<file path="src/rtl/operand_entry_controller.sv">
// Multi-channel operand entry sequencer: edits the selected operand from Up/Down/Clear pulses and
// offers the full operand set downstream on a valid/ready handshake. Define SATURATE_EN to clamp at the range limits.
module operand_entry_controller #(
   parameter int SIZE     = 5,
   parameter int CHANNELS = 2,
   parameter     SIGNED   = "Yes",
   localparam int CW      = (CHANNELS <= 2) ? 1 : $clog2(CHANNELS)
) (
   input  logic                       clock,
   input  logic                       reset_n,
   input  logic                       up,
   input  logic                       down,
   input  logic                       clear,
   input  logic                       next,
   input  logic                       commit,
   input  logic                       ready,
   output logic [CW-1:0]              channel,
   output logic [SIZE-1:0]            data,
   output logic [CHANNELS*SIZE-1:0]   operands,
   output logic                       valid
);

   localparam bit            IS_SIGNED = (SIGNED == "Yes");
   localparam logic [SIZE-1:0] MAX_V   = IS_SIGNED ? {1'b0, {(SIZE-1){1'b1}}} : {SIZE{1'b1}};
   localparam logic [SIZE-1:0] MIN_V   = IS_SIGNED ? {1'b1, {(SIZE-1){1'b0}}} : {SIZE{1'b0}};
   localparam logic [CW-1:0]   CH_LAST = CW'(CHANNELS - 1);

   typedef enum logic {EDIT, OFFER} state_t;

   state_t                    state_q, state_d;
   logic [CW-1:0]             channel_q, channel_d;
   logic [CHANNELS*SIZE-1:0]  operands_q, operands_d;
   logic [SIZE-1:0]           op_q [CHANNELS];
   logic [SIZE-1:0]           op_d [CHANNELS];

   // Both builds handle the range limits explicitly; only the limit behaviour differs.
   function automatic logic [SIZE-1:0] step_up(input logic [SIZE-1:0] v);
`ifdef SATURATE_EN
      return (v == MAX_V) ? MAX_V : v + SIZE'(1);
`else
      return (v == MAX_V) ? MIN_V : v + SIZE'(1);
`endif
   endfunction

   function automatic logic [SIZE-1:0] step_down(input logic [SIZE-1:0] v);
`ifdef SATURATE_EN
      return (v == MIN_V) ? MIN_V : v - SIZE'(1);
`else
      return (v == MIN_V) ? MAX_V : v - SIZE'(1);
`endif
   endfunction

   // NOTE: every always_comb output gets a default first so no path can infer a latch.
   always_comb begin
      state_d    = state_q;
      channel_d  = channel_q;
      operands_d = operands_q;
      op_d       = op_q;
      case (state_q)
         EDIT: begin
            if (commit) begin
               for (int k = 0; k < CHANNELS; k++)
                  operands_d[k*SIZE +: SIZE] = op_q[k];
               state_d = OFFER;
            end else begin
               if (clear)
                  op_d[channel_q] = '0;
               else if (up && !down)
                  op_d[channel_q] = step_up(op_q[channel_q]);
               else if (down && !up)
                  op_d[channel_q] = step_down(op_q[channel_q]);
               if (next)
                  channel_d = (channel_q == CH_LAST) ? '0 : channel_q + CW'(1);
            end
         end
         OFFER: begin
            if (ready) begin
               state_d   = EDIT;
               channel_d = '0;
            end
         end
         default: state_d = EDIT;
      endcase
   end

   // NOTE: state registers use non-blocking assignments so all of them update together at the edge.
   // NOTE: the operand array is small register storage, so it is reset like any other flop.
   always_ff @(posedge clock or negedge reset_n) begin
      if (!reset_n) begin
         state_q    <= EDIT;
         channel_q  <= '0;
         operands_q <= '0;
         for (int k = 0; k < CHANNELS; k++)
            op_q[k] <= '0;
      end else begin
         state_q    <= state_d;
         channel_q  <= channel_d;
         operands_q <= operands_d;
         op_q       <= op_d;
      end
   end

   assign channel  = channel_q;
   assign data     = op_q[channel_q];
   assign operands = operands_q;
   assign valid    = (state_q == OFFER);

endmodule

</file>
<file path="config.mk">
export PLATFORM = sky130hd
export DESIGN_NAME = operand_entry_controller
export DESIGN_NICKNAME = d
export VERILOG_FILES = /design/src/rtl/operand_entry_controller.sv
export SDC_FILE = /design/constraint.sdc
export NUM_CORES = 1
export LEC_CHECK = 0
export ABC_AREA = 0
export CORE_AREA = 2 2 51 53
export CTS_BUF_LIST = sky130_fd_sc_hd__clkbuf_4 sky130_fd_sc_hd__clkbuf_8 sky130_fd_sc_hd__clkbuf_16
export CTS_CLUSTER_DIAMETER = 40
export DETAILED_ROUTE_END_ITERATION = 8
export DIE_AREA = 0 0 53 55
export PLACE_DENSITY = 0.74
export REMOVE_ABC_BUFFERS = 1
export SLEW_MARGIN = 20
export SYNTH_ARGS = -nofsm -noshare
export SYNTH_HDL_FRONTEND = slang
export SYNTH_SLANG_ARGS = --single-unit
</file>
<file path="constraint.sdc">
create_clock -name clock -period 4.6 [get_ports clock]
set_input_delay 0.69 -clock clock [delete_from_list [all_inputs] [get_ports clock]]
set_output_delay 0.69 -clock clock [all_outputs]
set_load 0.01 [all_outputs]
</file>
==> key figures, run 1 <==
Worst setup path
  – Crit Path Class: register to output port
  – Worst path slowest cell: dfrtp_1
  – CP Cell Sequence: mux2i_1 -> inv_1 -> clkdlybuf4s50_1
  – Worst Path Max Fanout: 14
  – Slowest stage delay, CP: around 0.7 ns
  – Setup crit start kind: register
  – Reg2reg end: op_q[7]
  – Worst EP required: roughly 3.9 ns
  – R2R cell count: 8
  – Data arrival time of the critical path: 2.11 ns
  – Flop-to-flop setup slack: 2.09 ns
  – CP Capture Type: output port
  – Worst r2r src: channel

Clock network
  – CTS Hold Bufs: 0
  – CTS sink cnt: 22
  – Clk Latency, worst-skew pair: roughly 0.30 ns
  – Num CTS Buffers: 3
  – Htree depth: 1
  – Worst-path clk slew: 0.11 ns
  – Clock root cell: clkbuf_4
  – Setup bufs post-CTS: 0
  – CTS Buffer Depth: 2
  – CTS resizes: 0
  – CTS tree: yes

Logic synthesis
  – Post-Synth Adder-Cell Area: 3.27%
  – EDFF count, synth: 0
  – Mean Syn Cell Area: 11.0 µm²
  – Synth cell types: 35
  – Synth area leader: dfrtp_1
  – Cells after synthesis: 104
  – Yosys top cell area share: a little under half
  – Most used DFF post-synth: dfrtp_1
  – YS warnings: 0
  – Top-count cell post-synth: dfrtp_1
  – Register area share after synthesis: 48.0%
  – Post-Syn Area: between 1000 and 1500 µm²
  – Register bit total from synthesis: 22
  – Synth Area in Simple Gates: 16.1%
  – Post-synthesis mux area share: 14.6%
  – Largest family of logic cells by synthesized area: simple AND/OR/NAND/NOR gates
  – Synth top area cells: dfrtp_1 48%, mux2_2 9.8%, mux2i_1 3.5%
  – Post-synth top cells: 22 x dfrtp_1, 10 x mux2_2, 8 x nand2_1, 6 x nor2_1, 5 x inv_1
  – Post-synthesis xor/xnor area fraction: 3.82%
  – Synth Area in Compound Gates: a little over a tenth
  – Synth async-reset ratio: 100%

Cells and area
  – Nets: 140
  – Register area: approximately 550 µm²
  – Share of cells above drive strength 1: 14.2%
  – Final Non-Filler Cells: 157
  – Filler cell count: around 220
  – Antenna Cells: 0
  – Multi-input logic area: roughly 550 µm²
  – P&R area growth vs syn: 24.1%

Drt
  – DR WL/cell: 15.3 µm
  – DRC: 0
  – Wirelength, routed: 2410 µm
  – Vias: roughly 870
  – TritonRoute pass-1 iters: 4
  – Vias per Instance: 5.57
  – First DRT Iteration DRCs: 21
  – Final antenna-violating net count: 0

Placed design
  – GP Congestion: 0.832
  – IO Port Bufs: 24
  – Hpwl dp: 1790 µm
  – Post-Place Cells: around 150

Run status
  – Run status: finished, final reports clean

Job
  – Maxcap violations: 0

Timing
  – Clock Skew: 0.00580 ns
  – Pins Over Slew Limit: 0
  – Slew @ Worst Pin: 0.969 ns
  – Fin crit share: between 60% and 70%
  – Fin crit period: 2.80 ns
  – Final setup viols: 0
  – Setup TNS Final: 0 ns
  – Slew margin rel.: about a third
  – Max Clock Freq: approximately 0.36 GHz
  – Final Hold Viols: 0
  – RSZ-0062 raised after global routing: false

Global route
  – GR Util met1: 24.6%
  – Vias in the first global route: 846
  – Largest net degree at the start of global routing: 23
  – Grt ovf: 0
  – Met3 Use GR: 0.806%
  – Number of antenna violations at the first check in global routing: 0
  – Global-route wire length before repair: 3880 µm
  – Met2 track demand over resource: 31.7%
  – All-Layer GR Usage: 18.6%
  – Most used routing layer: met2

Worst hold path
  – Min-delay worst type: register to register
  – Worst hold path stage count: 1
  – Min-delay src: operands[1]
  – Hold EP: operands[1]

Floorplan
  – Die span in x: 53 µm
  – # IOs: 25
  – Core Rows: 18
  – Core area: 2360 µm²
  – Die ar.: approximately 2900 µm²
  – Die H: 55 µm
  – Initial Util: 48.5%

Power and ir drop
  – VDD IR-drop max: 0.374 mV
  – Pwr Density: 609 nW/µm²
  – Lkg Pwr: between 0.6 and 0.7 nW
## placed cells by master, fill, tap and decap left out
cell	synthesis	final
a21oi_1	3	3
a22o_1	2	2
dfrtp_1	22	22
nor2_2	1	1
and4bb_2	1	1
ha_1	3	3
xor2_1	1	1
nor2_1	6	6
and3_1	1	1
o21ai_1	1	1
mux2i_1	4	4
nand2_1	8	8
nor2b_1	1	1
o21ai_2	1	1
and2b_1	1	1
o31ai_1	4	4
o21ai_0	3	3
nor4b_1	2	2
clkdlybuf4s50_1	0	24
nor3_1	2	2
a31o_1	1	1
mux2_2	10	10
or3_1	1	1
nand3b_1	1	1
or4_1	1	1
a32o_1	2	2
xnor2_1	4	4
nor3_2	1	1
inv_1	5	5
mux2_4	1	1
nand2b_1	3	3
nor4_1	1	1
clkbuf_4	0	3
nand3_1	2	2
## worst max-delay path, delay by kind of cell (launching register included)
family                 cells  cell delay, ns
buffers and inverters      2            0.62
flip-flops                 1            0.70
multiplexers               1            0.49
## state kept, by name, summed over array words and instances, names as in the netlist
register,flops
operands,10
op_q,10
channel,1
valid,1
## metal layers
layer,vias to the layer above,wire length (µm)
met4,0,54
met2,44,1160
met1,404,1090
li1,421,-
met5,-,0
met3,5,107
## cell families after synthesis
group	count (synthesis)
simple gates	33
flops	22
compound gates	17
mux	15
buf+inv	9
xor+xnor	5
fa+ha+maj	3
## power by group
part / switching (W) / internal (W) / leakage, nW / total [W]
Sequential: 0.0000705 / 0.000268 / 0.287 / 0.000339
Combinational: 0.000200 / 0.000246 / 0.329 / 0.000446
Clock: 0.0000521 / 0.0000305 / 0.0138 / 0.0000827
Total: 0.000323 / 0.000544 / 0.630 / 0.000867
## stage by stage
stage | cell area, µm² | setup slack (ns) | power, W | hold slack (ns) | util, %
after detailed placement | 1400 | 2.11 | 0.000786 | 0.492 | 59.3
after CTS | 1420 | 1.80 | 0.000872 | 0.517 | 60.2
after global placement | 1400 | 2.18 | 0.000770 | 0.486 | 59.3
after global routing | 1420 | 1.65 | 0.000931 | 0.549 | 60.2
after floorplan | 1120 | 2.34 | 0.000594 | 0.394 | -
final | 1420 | 1.80 | 0.000867 | 0.512 | 60.2
## worst max path at each step
stage / cells past startpoint / end / slack (ns) / startpoint
floorplan: 8 / op_q[9] / 2.34 / channel
global placement: 5 / op_q[9] / 2.18 / up
detailed placement: 5 / op_q[5] / 2.11 / up
CTS: 3 / data[2] / 1.80 / channel
global route: 3 / data[2] / 1.65 / channel
finish: 3 / data[2] / 1.80 / channel
## final cells by class
cell class | count | share of cell area, %
Multi-Input combinational cell | 73 | 38.9
Sequential cell | 22 | 38.7
Timing Repair Buffer | 24 | 16.9
Tap cell | 30 | 2.64
Clock buffer | 3 | 1.58
Inverter | 5 | 1.32
Note: power is estimated with default switching activity, not from simulation.
==> run 2, diff against run 1 <==
--- a/config.mk
+++ b/config.mk
@@ -6,12 +6,12 @@
 export NUM_CORES = 1
 export LEC_CHECK = 0
 export ABC_AREA = 0
-export CORE_AREA = 2 2 51 53
+export CORE_AREA = 2 2 52 54
 export CTS_BUF_LIST = sky130_fd_sc_hd__clkbuf_4 sky130_fd_sc_hd__clkbuf_8 sky130_fd_sc_hd__clkbuf_16
 export CTS_CLUSTER_DIAMETER = 40
 export DETAILED_ROUTE_END_ITERATION = 8
-export DIE_AREA = 0 0 53 55
-export PLACE_DENSITY = 0.74
+export DIE_AREA = 0 0 54 56
+export PLACE_DENSITY = 0.72
 export REMOVE_ABC_BUFFERS = 1
 export SLEW_MARGIN = 20
 export SYNTH_ARGS = -nofsm -noshare
==> constraint.sdc (replaced) <==
create_clock -name clock -period 2.6 [get_ports clock]
set_input_delay 0.39 -clock clock [delete_from_list [all_inputs] [get_ports clock]]
set_output_delay 0.39 -clock clock [all_outputs]
set_load 0.01 [all_outputs]
==> run 2 against run 1 <==
  * Cell count increased by 3.2%
  * Via count increased by 0.80%
  * Sequential share of layout area decreased by 1.2 points
  * Critical path type unchanged
  * Global-route usage decreased by 0.44 points
  * Largest power group unchanged
  * Core utilization increased by 0.13 points
  * Sequential cell count unchanged
==> key figures, run 2 (synthesis results as in run 1) <==
Timing
  – Slew margin rel.: 67.1% (was 35.2%)
  – Setup TNS Final: 0 ns (unchanged)
  – Max Clock Freq: 0.421 GHz
  – Clock Skew: 0.00557 ns (was 0.00580 ns)
  – Fin crit share: between 90% and 100%
  – Final setup viols: 0 (unchanged)
  – Final Hold Viols: 0 (unchanged)
  – Fin crit period: around 2.4 ns
  – RSZ-0062 raised after global routing: false (unchanged)
  – Slew @ Worst Pin: 0.493 ns (was 0.969 ns)
  – Pins Over Slew Limit: 0 (unchanged)
  – Hold WS: 0.409 ns (was 0.512 ns)

Cells and area
  – Commonest cells after routing, fill and taps aside: 24 x clkdlybuf4s50_1, 22 x dfrtp_1, 10 x mux2_2 (unchanged)
  – Filler cell count: 200 (was 216)
  – P&R area growth vs syn: 27.9% (was 24.1%)
  – Register area: 551 µm² (unchanged)
  – Final Non-Filler Cells: 162 (was 157)
  – Commonest non-fill, non-tap cell in the layout: clkdlybuf4s50_1 (unchanged)
  – Share of cells above drive strength 1: 17.4% (was 14.2%)
  – Multi-input logic area: 554 µm² (unchanged)
  – Nets: 144 (was 140)
  – Antenna Cells: 0 (unchanged)

Worst setup path
  – R2R cell count: 8 (unchanged)
  – CP Capture Type: output port (unchanged)
  – Worst Path Max Fanout: 8 (was 14)
  – Worst EP required: 2.21 ns (was 3.91 ns)
  – Reg2reg end: op_q[7] (unchanged)
  – Slowest stage delay, CP: 0.52 ns (was 0.70 ns)
  – Setup crit start kind: register (unchanged)
  – Worst path slowest cell: dfrtp_1 (unchanged)
  – Crit Path Class: register to output port (unchanged)
  – Data arrival time of the critical path: 1.98 ns (was 2.11 ns)
  – Flop-to-flop setup slack: 0.24 ns (was 2.09 ns)
  – CP Cell Sequence: buf_4 -> mux2i_1 -> inv_1 -> clkdlybuf4s50_1 (was mux2i_1 -> inv_1 -> clkdlybuf4s50_1)
  – Worst r2r src: channel (unchanged)
  – Setup crit end: data[3] (was data[2])
  – Worst Setup SP: channel (unchanged)

Job
  – Maxcap violations: 0 (unchanged)

Floorplan
  – Die H: 56 µm (was 55 µm)
  – Die span in x: 54 µm (was 53 µm)
  – Initial Util: 47.2% (was 48.5%)
  – Die ar.: 3020 µm² (was 2920 µm²)
  – # IOs: 25 (unchanged)
  – Core Rows: 18 (unchanged)
  – Core area: 2430 µm² (was 2360 µm²)

Drt
  – Vias per Instance: 5.44 (was 5.57)
  – Final antenna-violating net count: 0 (unchanged)
  – TritonRoute pass-1 iters: 6 (was 4)
  – First DRT Iteration DRCs: 19 (was 21)
  – Wirelength, routed: 2370 µm (was 2410 µm)
  – DR WL/cell: 14.6 µm (was 15.3 µm)
  – Vias: 881 (was 874)
  – DRC: 0 (unchanged)

Clock network
  – CTS Hold Bufs: 0 (unchanged)
  – Worst-path clk slew: 0.12 ns (was 0.11 ns)
  – CTS tree: yes (unchanged)
  – CTS sink cnt: 22 (unchanged)
  – Htree depth: 1 (unchanged)
  – Clk Latency, worst-skew pair: 0.31 ns (was 0.30 ns)
  – Setup bufs post-CTS: 0 (unchanged)
  – Clock root cell: clkbuf_4 (unchanged)
  – CTS resizes: 0 (unchanged)
  – CTS Buffer Depth: 2 (unchanged)
  – Num CTS Buffers: 3 (unchanged)

Global route
  – Grt ovf: 0 (unchanged)
  – Largest net degree at the start of global routing: 23 (unchanged)
  – Vias in the first global route: 866 (was 846)
  – Number of antenna violations at the first check in global routing: 0 (unchanged)
  – All-Layer GR Usage: 18.2% (was 18.6%)
  – Global-route wire length before repair: 4060 µm (was 3880 µm)

Run status
  – Run status: finished, final reports clean (unchanged)

Placed design
  – IO Port Bufs: 24 (unchanged)
  – GP Congestion: 0.862 (was 0.832)
  – Post-Place Cells: 158 (was 154)
  – Hpwl dp: 1800 µm (was 1790 µm)

Power and ir drop
  – Pwr Density: 1090 nW/µm² (was 609 nW/µm²)
  – VDD IR-drop max: 0.620 mV (was 0.374 mV)
  – Lkg Pwr: 0.656 nW (was 0.630 nW)

Worst hold path
  – Min-delay worst type: input pin to asynchronous set/reset pin (was register to register)
## run 2: layout make-up
cell class | count | share of cell area, %
multi-input cells | 73 | 37.8
flip-flops and latches | 22 | 37.5
repair buffers | 28 | 18.4
well taps | 30 | 2.56
clock buffers | 4 | 2.47
inverters | 5 | 1.28
## run 2: critical path, delay by kind of cell, from the launching register on
kind	cells	cell delay, ns
mux	1	0.31
flops	1	0.52
buf+inv	3	0.85
## run 2: worst min path at each step
stage / end / slack [ns] / cells past startpoint
finish: operands[5] / 0.41 / 2
global route: operands[4] / 0.43 / 2
CTS: operands[5] / 0.42 / 2
detailed placement: operands[1] / 0.49 / 1
global placement: operands[2] / 0.49 / 1
floorplan: channel / 0.09 / 0
## run 2: layer usage
layer,global-route usage [%],wire length (µm)
met5,0,0
met4,7.50,43
met3,2.42,71
met2,26.8,1090
met1,26.3,1160
## run 2: metrics by stage
stage                     cell area, µm²  worst slack (ns)  power, W  util, %
after floorplan                     1120             0.340   0.00105        -
after global placement              1430             0.318   0.00140     58.8
after CTS                           1470             0.226   0.00161     60.3
after detailed placement            1430             0.305   0.00142     58.8
after global routing                1470            0.0818   0.00172     60.3
final                               1470             0.226   0.00160     60.3
## run 2: report_power, final
part	switching, W	internal, W	total, W	leakage, nW
Combinational	0.000373	0.000451	0.000824	0.348
Clock	0.000102	0.0000855	0.000188	0.0210
Sequential	0.000116	0.000475	0.000591	0.287
Total	0.000592	0.00101	0.00160	0.656
==> run 3, diff against run 2 <==
==> constraint.sdc (replaced) <==
create_clock -name clock -period 2.6 [get_ports clock]
set_input_delay 0.52 -clock clock [delete_from_list [all_inputs] [get_ports clock]]
set_output_delay 0.52 -clock clock [all_outputs]
set_load 0.01 [all_outputs]
==> run 3 against run 2 <==
  * Final area down 0.94%
  * Clock-buffer cell count fell by 1
  * Total power fell by 2.8%
  * Critical path depth is the same
  * Via count shrank 0.11%
  * Wire length down 0.72%
  * Global-route usage fell by 0.26 points
  * Worst setup slack lost 0.13 ns
  * Die area is the same
  * Combinational power about the same
  * Fmax down 5.2%
  * Clock skew down 0.0030 ns
  * Critical path type unchanged
  * Critical endpoint unchanged
==> key figures, run 3 (synthesis results as in run 1) <==
Run status
  – Run status: finished, final reports clean (unchanged)

Global route
  – Vias in the first global route: 873 (was 866)
  – Grt ovf: 0 (unchanged)
  – All-Layer GR Usage: 17.9% (was 18.2%)
  – Largest net degree at the start of global routing: 23 (unchanged)
  – Number of antenna violations at the first check in global routing: 0 (unchanged)
  – Global-route wire length before repair: 4020 µm (was 4060 µm)

Drt
  – TritonRoute pass-1 iters: 4 (was 6)
  – Vias: 880 (was 881)
  – Final antenna-violating net count: 0 (unchanged)
  – Wirelength, routed: 2350 µm (was 2370 µm)
  – DR WL/cell: 14.6 µm (about the same)
  – Vias per Instance: 5.47 (was 5.44)
  – First DRT Iteration DRCs: 38 (was 19)
  – DRC: 0 (unchanged)

Floorplan
  – # IOs: 25 (unchanged)
  – Die H: 56 µm (unchanged)
  – Die ar.: 3020 µm² (unchanged)
  – Core area: 2430 µm² (unchanged)
  – Die span in x: 54 µm (unchanged)
  – Core Rows: 18 (unchanged)
  – Initial Util: 47.2% (unchanged)

Cells and area
  – Final instance area: 1450 µm² (was 1470 µm²)
  – Nets: 144 (unchanged)
  – P&R area growth vs syn: 26.7% (was 27.9%)
  – Commonest cells after routing, fill and taps aside: 24 x clkdlybuf4s50_1, 22 x dfrtp_1, 10 x mux2_2 (unchanged)
  – Share of cells above drive strength 1: 16.8% (was 17.4%)
  – Commonest non-fill, non-tap cell in the layout: clkdlybuf4s50_1 (unchanged)
  – Antenna Cells: 0 (unchanged)
  – Multi-input logic area: 554 µm² (unchanged)
  – Filler cell count: 209 (was 200)
  – Register area: 551 µm² (unchanged)

Worst setup path
  – CP Capture Type: output port (unchanged)
  – Worst EP required: 2.08 ns (was 2.21 ns)
  – CP Buf/Inv Count: 3 (unchanged)
  – Data arrival time of the critical path: 1.99 ns (was 1.98 ns)
  – Worst path slowest cell: dfrtp_1 (unchanged)
  – Crit Path Class: register to output port (unchanged)
  – Worst Path Max Fanout: 8 (unchanged)
  – CP top delay family: buffers and inverters (unchanged)
  – Setup crit start kind: register (unchanged)
  – Slowest stage delay, CP: 0.51 ns (was 0.52 ns)
  – CP Cell Sequence: buf_4 -> mux2i_1 -> inv_1 -> clkdlybuf4s50_1 (unchanged)

Clock network
  – CTS sink cnt: 22 (unchanged)
  – CTS tree: yes (unchanged)
  – CTS Buffer Depth: 2 (unchanged)
  – Clock root cell: clkbuf_4 (unchanged)
  – Num CTS Buffers: 3 (unchanged)
  – Worst-path clk slew: 0.11 ns (was 0.12 ns)
  – CTS Hold Bufs: 0 (unchanged)
  – Htree depth: 1 (unchanged)
  – CTS resizes: 0 (unchanged)
  – Setup bufs post-CTS: 0 (unchanged)
  – Clk Latency, worst-skew pair: 0.29 ns (was 0.31 ns)

Power and ir drop
  – Lkg Pwr: 0.649 nW (was 0.656 nW)
  – Pwr Density: 1070 nW/µm² (was 1090 nW/µm²)
  – VDD IR-drop max: 0.533 mV (was 0.620 mV)
  – Tot Pwr: 0.00156 W (was 0.00160 W)

Timing
  – Hold WS: 0.521 ns (was 0.409 ns)
  – Final Hold Viols: 0 (unchanged)
  – Setup TNS Final: 0 ns (unchanged)
  – Fin crit period: 2.51 ns (was 2.37 ns)
  – RSZ-0062 raised after global routing: false (unchanged)
  – Fin crit share: 96.4% (was 91.3%)
  – Clock Skew: 0.00256 ns (was 0.00557 ns)
  – Final setup viols: 0 (unchanged)
  – Slew @ Worst Pin: 0.485 ns (was 0.493 ns)
  – Pins Over Slew Limit: 0 (unchanged)
  – Worst setup margin: 0.0949 ns (was 0.226 ns)
  – Slew margin rel.: 67.7% (was 67.1%)
  – Max Clock Freq: 0.399 GHz (was 0.421 GHz)

Job
  – Maxcap violations: 0 (unchanged)

Placed design
  – GP Congestion: 0.900 (was 0.862)
  – Placed instance area: 1430 µm² (unchanged)
  – Hpwl dp: 1820 µm (was 1800 µm)
  – Pre-CTS setup slack: 0.301 ns (was 0.305 ns)
  – IO Port Bufs: 24 (unchanged)

Worst hold path
  – Min-delay worst type: register to register (was input pin to asynchronous set/reset pin)
-- run 3: worst paths after layout --
path                                    end  cells past startpoint   startpoint  slack (ns)
max in group asynchronous           op_q[3]                      2      reset_n        1.82
worst max-delay path                data[3]                      4      channel        0.09
min in group asynchronous       operands[8]                      2      reset_n        0.56
worst min-delay path            operands[6]                      1  operands[6]        0.52
worst min register to register  operands[6]                      1  operands[6]        0.52
worst max register to register      op_q[4]                      6      channel        0.30
-- run 3: layout make-up --
cell class,count,share of cell area (%)
flip-flops and latches,22,37.9
well taps,30,2.58
clock buffers,3,1.55
inverters,5,1.29
multi-input cells,73,38.1
repair buffers,28,18.6
-- run 3: per-layer routing --
| layer | vias up | GRT usage [%] | part of all wire (%) |
|---|---|---|---|
| met4 | 0 | 6.79 | 1.1 |
| met5 | - | 0 | 0 |
| li1 | 427 | - | - |
| met1 | 411 | 25.5 | 47 |
| met3 | 2 | 2.69 | 5.8 |
| met2 | 40 | 27.0 | 46 |
-- run 3: power by group --
| part | switching (W) | total, W | internal, W |
|---|---|---|---|
| registers | 0.000115 | 0.000590 | 0.000475 |
| clock network | 0.0000934 | 0.000147 | 0.0000538 |
| logic | 0.000370 | 0.000821 | 0.000451 |
| total | 0.000578 | 0.00156 | 0.000980 |
-- run 3: metrics by stage --
| stage | cells | utilization, % |
|---|---|---|
| after floorplan | 100 | - |
| after global placement | 158 | 58.8 |
| after detailed placement | 158 | 58.8 |
| after CTS | 161 | 59.8 |
| after global routing | 161 | 59.8 |
| final | 161 | 59.8 |
-- run 3: worst reg2reg max path, stage by stage, from the launching register on --
cell     delay (ns)
dfrtp_1        0.51
mux2i_1        0.43
ha_1           0.29
nor4b_1        0.34
o21ai_1        0.17
a31o_1         0.25
a22o_1         0.20
